### config.mk
export PLATFORM = sky130hd
export DESIGN_NAME = mem_arbiter
export DESIGN_NICKNAME = d
export VERILOG_FILES = /design/src/rtl/mem_arbiter.sv
export SDC_FILE = /design/constraint.sdc
export NUM_CORES = 1
export LEC_CHECK = 0
export BUFFER_PORTS_ARGS = -buffer_cell sky130_fd_sc_hd__clkbuf_2
export CAP_MARGIN = 20
export CORE_ASPECT_RATIO = 2
export CORE_MARGIN = 4
export CORE_UTILIZATION = 44
export DETAILED_ROUTE_END_ITERATION = 12
export PLACE_DENSITY = 0.87
export SLEW_MARGIN = 20
export SYNTH_ARGS = -nofsm -noshare
export SYNTH_HDL_FRONTEND = slang
export SYNTH_SLANG_ARGS = --single-unit
### constraint.sdc
create_clock -name clk -period 2 [get_ports clk]
set_input_delay 0.2 -clock clk [delete_from_list [all_inputs] [get_ports clk]]
set_output_delay 0.2 -clock clk [all_outputs]
set_load 0.02 [all_outputs]
### src/rtl/mem_arbiter.sv
// Arbiter/sequencer for the CPU's single main-memory port: round-robin between
// I-side line fills and D-side fills/writes, never preempting a started transaction.
module mem_arbiter #(
  parameter int WORDS_PER_LINE = 8,
  parameter int MEM_LATENCY    = 4
) (
  input  logic        clk,
  input  logic        rst,
  input  logic        i_req,
  input  logic [15:0] i_addr,
  output logic        i_data_valid,
  output logic [15:0] i_data,
  output logic [2:0]  i_word_idx,
  output logic        i_done,
  input  logic        d_req,
  input  logic        d_we,
  input  logic [15:0] d_addr,
  input  logic [15:0] d_wdata,
  output logic        d_data_valid,
  output logic [15:0] d_data,
  output logic [2:0]  d_word_idx,
  output logic        d_done,
  output logic        mem_en,
  output logic        mem_wr,
  output logic [15:0] mem_addr,
  output logic [15:0] mem_wdata,
  input  logic [15:0] mem_rdata,
  input  logic        mem_rvalid,
  output logic        busy
);

  localparam int CNT_W = $clog2(WORDS_PER_LINE) + 1;
  localparam logic [15:0]      OFFSET_MASK = 16'(2 * WORDS_PER_LINE - 1);
  localparam logic [CNT_W-1:0] LINE_WORDS  = CNT_W'(WORDS_PER_LINE);
  localparam logic [CNT_W-1:0] LAST_WORD   = CNT_W'(WORDS_PER_LINE - 1);
  localparam logic [CNT_W-1:0] CNT_ONE     = CNT_W'(1);

  // Memory latency only describes the attached memory; returns are counted, never timed.
  if (MEM_LATENCY < 1) begin : g_latency_unused
  end

  typedef enum logic [2:0] {IDLE, FILL_I, FILL_D, WRITE_D, DONE} state_t;
  typedef enum logic {REQ_I = 1'b0, REQ_D = 1'b1} side_t;

  state_t           state;
  state_t           next_state;
  side_t            last_grant;
  side_t            owner;
  logic [CNT_W-1:0] issue_cnt;
  logic [CNT_W-1:0] ret_cnt;
  logic [15:0]      base;
  logic             grant_i;
  logic             grant_d;
  logic             filling;
  logic             issuing;

  // D wins a tie only when I was served last, so the two sides alternate.
  assign grant_d = d_req && (!i_req || last_grant == REQ_I);
  assign grant_i = i_req && !grant_d;
  assign filling = (state == FILL_I) || (state == FILL_D);
  assign issuing = filling && (issue_cnt < LINE_WORDS);

  always_ff @(posedge clk) begin
    if (rst) state <= IDLE;
    else     state <= next_state;
  end

  always_comb begin
    next_state = state;
    case (state)
      IDLE: begin
        if (grant_i)      next_state = FILL_I;
        else if (grant_d) next_state = d_we ? WRITE_D : FILL_D;
      end
      FILL_I, FILL_D: begin
        if (mem_rvalid && ret_cnt == LAST_WORD) next_state = DONE;
      end
      WRITE_D: next_state = DONE;
      DONE:    next_state = IDLE;
      default: next_state = IDLE;
    endcase
  end

  always_ff @(posedge clk) begin
    if (rst) begin
      issue_cnt  <= '0;
      ret_cnt    <= '0;
      base       <= '0;
      last_grant <= REQ_I;
      owner      <= REQ_I;
    end else begin
      case (state)
        IDLE: begin
          if (grant_i || grant_d) begin
            last_grant <= grant_d ? REQ_D : REQ_I;
            owner      <= grant_d ? REQ_D : REQ_I;
            base       <= (grant_d ? d_addr : i_addr) & ~OFFSET_MASK;
          end
        end
        FILL_I, FILL_D: begin
          if (issuing)    issue_cnt <= issue_cnt + CNT_ONE;
          if (mem_rvalid) ret_cnt   <= ret_cnt + CNT_ONE;
        end
        DONE: begin
          issue_cnt <= '0;
          ret_cnt   <= '0;
        end
        default: ;
      endcase
    end
  end

  // Return data is passed straight through, gated to the owning side while filling.
  always_comb begin
    mem_en       = 1'b0;
    mem_wr       = 1'b0;
    mem_addr     = '0;
    mem_wdata    = '0;
    busy         = (state != IDLE);
    i_done       = 1'b0;
    d_done       = 1'b0;
    i_data_valid = 1'b0;
    i_data       = '0;
    i_word_idx   = '0;
    d_data_valid = 1'b0;
    d_data       = '0;
    d_word_idx   = '0;
    case (state)
      FILL_I, FILL_D: begin
        if (issuing) begin
          mem_en   = 1'b1;
          mem_addr = base + 16'({issue_cnt, 1'b0});
        end
      end
      WRITE_D: begin
        mem_en    = 1'b1;
        mem_wr    = 1'b1;
        mem_addr  = d_addr;
        mem_wdata = d_wdata;
      end
      DONE: begin
        i_done = (owner == REQ_I);
        d_done = (owner == REQ_D);
      end
      default: ;
    endcase
    if (state == FILL_I && mem_rvalid) begin
      i_data_valid = 1'b1;
      i_data       = mem_rdata;
      i_word_idx   = 3'(ret_cnt);
    end
    if (state == FILL_D && mem_rvalid) begin
      d_data_valid = 1'b1;
      d_data       = mem_rdata;
      d_word_idx   = 3'(ret_cnt);
    end
  end

endmodule
==> impl_results.md <==
* # placed instances at roughly 430
* GRT Resource Usage Total at 18.9%
* CTS max path bufs at 2
* RSZ-0062 raised after global routing: false
* Number of routed nets with antenna violations at 0
* Syn nets at 315
* RD Place Congestion at between 0.8 and 0.9
* Number of placement rows at 34
* XOR/XNOR Fraction of Synth Area at under 10%
* Clock latency on the worst-skew pair at about 0.26 ns
* Max_cap viols at 0
* Wire length after detailed routing at 5.63 mm
* Worst setup EP type: output port
* Share of cells above drive strength 1 at 46.1%
* Leakage at ~1.4 nW
* Area contributors post-synth: dfxtp_1 25%, and2_1 18%, mux2i_1 6.1%
* Flip-flop and latch count after synthesis at 24
* Mapped Cells at between 200 and 250
* Slew headroom at between 70 and 80%
* Synth unique cells at 37
* Ys flop type: dfxtp_1
* Setup Viol. Count Final at 0
* Via density at 5.00
* Post-DP HPWL at roughly 4.7 mm
* Non-Filler Instances at 429
* Setup Skew at roughly 0.0036 ns
* Final critical-path required period at around 1.9 ns
* Fill count at 396
* Per-cell routed wire length at around 13 um
* Synth top area share at about a quarter
* Pre-CTS WS at around 0.25 ns
* IO Port Bufs at ~140
* Worst hold path type: in2reg
* Post-synth top cells: 56 x and2_1, 24 x dfxtp_1, 23 x nor2_1, 18 x nand2_1, 13 x a211oi_1
* I/O pins at ~150
* Tcrit/Tclk final at a little over nine tenths
* 1st-pass router iterations at 4
* Synth area leader: dfxtp_1
* Post-synthesis compound-gate area fraction at between 15 and 20%
* Worst hold stages at 2
* Die H at 102 um
* FF-to-FF path depth at 5
* Post-Synth Simple-Gate Area at a little over a third
* DIE WIDTH at 55.1 um
* CTS tree: built
* Vias in the first global route at around 1900
* Synth warnings at 0
* Initial DRC count at 25
* Main combinational cell family by area after synthesis: simple AND/OR/NAND/NOR gates
* H-tree depth at 1
* Worst slew pin tran at around 0.37 ns
* Crit path max fanout at 6
* Post-Syn Area per Cell at 8.15 sq um
* Count leader, synth: and2_1
* Crit path launch type: flop
* Mux share of post-synthesis cell area at between 6 and 7%
* Die area at 0.00564 sq mm
* Fin. max-slew vios at 0
* Arrival time at the worst endpoint at ~1.7 ns
* Syn-to-layout area delta at 40.5%
* Synth Area in Adders at 3.20%
* DR vias at 2146
* Setup TNS at 0 ns
* Largest net degree at the start of global routing at 34
* CTS Hold Bufs at 0
* Worst vdd ir at approximately 0.00047 V
* Core footprint at ~0.0043 sq mm
* Number of buffers created by CTS at 3
* Post-synth ARST share at 0%
* Number of synthesized flops with an enable pin at 0
* Max Fclk at between 500 and 600 MHz
* PnR worst setup slack at about 0.12 ns
* Root Driver: clkbuf_8
* CP Class: reg2out
* Final hold vios at 0
* Global-route wire length before repair at 8.14 mm
* Ant diodes at 0
* Status: complete, no violations
* DR DRC count at 0
* Initial antenna violation count at 0
* Worst path required time at around 1.8 ns
* Fin util at between 60% and 70%
* Post-synthesis cell area at 0.00196 sq mm
* Total grt overflow at 0
* Initial core utilization at between 40% and 50%
* Fin nets at approximately 450
* Clock slew at reported path FFs at ~0.080 ns
* CTS sink cnt at 24
* P per Cell Area at 542 mW/mm^2
* Sequential fraction of the synthesis area at about 25%
[cell usage in the layout, fill, tap and decap left out, drive strengths merged]
master / instances
nand4: 3
nor3: 3
nor4: 1
xor2: 9
ha: 5
a22o: 5
clkbuf: 145
a221oi: 1
or2b: 1
nand3: 5
o21a: 1
a311oi: 1
nand2b: 2
nand2: 18
a211oi: 13
and2: 56
o21ai: 14
and3: 2
a21boi: 1
mux2i: 12
dfxtp: 24
and4: 2
or3: 1
nor4b: 2
nor2: 23
nor3b: 3
buf: 8
xnor2: 7
a21oi: 4
inv: 1
and4b: 1
a41oi: 1
[worst max-delay path, cell delays in order, from the launching register on]
cell      delay (ns)
dfxtp_1         0.43
and4_1          0.33
nand3_1         0.12
xor2_1          0.16
o21ai_0         0.18
clkbuf_2        0.20
[metrics by stage]
step,cell area [sq um],hold WS [ns],power [W]
2_1_floorplan,1960,0.316,0.00103
3_3_place_gp,2700,0.480,0.00122
3_5_place_dp,2700,0.498,0.00123
4_1_cts,2740,0.213,0.00151
5_1_grt,2750,0.222,0.00159
6_report,2750,0.227,0.00149
[cell families (layout without fill, tap and decap cells)]
group,Yosys count,after routing
AOI/OAI and AO/OA,41,41
xor gates and xnor gates,16,16
adders and majority gates,5,5
buffers and inverters,19,154
DFF,24,24
muxes,12,12
and+or+nand+nor,123,123
[layout make-up]
type	count	area (sq um)	share of cell area (%)
Clock buffer	3	41.3	1.50
Inverter	1	3.75	0.137
Multi-Input combinational cell	197	1370	49.8
Sequential cell	24	483	17.6
Tap cell	54	67.6	2.46
Timing Repair Buffer	150	783	28.5
[where the power goes]
part,internal [W],switching (W)
Combinational,0.000264,0.000357
Clock,0.000134,0.000137
Sequential,0.000533,0.0000642
Total,0.000932,0.000558
[registers in the layout (all words and copies together) (netlist names)]
register and count:
base 12, issue_cnt 4, ret_cnt 4, state 3, owner 1
[routing by layer]
layer	vias up	share of wire, %	routed length (um)	track usage (%)
li1	1101	-	-	-
met1	942	34	1890	19.2
met2	99	55	3120	37.4
met3	4	10	572	2.48
met4	0	0.75	42	4.87
met5	-	0	0	0
[repair_timing]
action / 4_1_cts / 5_1_grt
gates resized for setup: 2 / 2
buffers inserted: 0 / 0
endpoints found under the setup margin: 4 / 4
pin swaps: 0 / 0
gates cloned: 0 / 0
[final timing paths]
check / end / slack, ns / from
max: mem_addr[11] / 0.12 / base[6]
max reg2reg: base[4] / 0.44 / state[0]
min reg2reg: base[15] / 0.52 / base[15]
min: owner / 0.23 / i_req
Power figures use the tool's default switching activity.
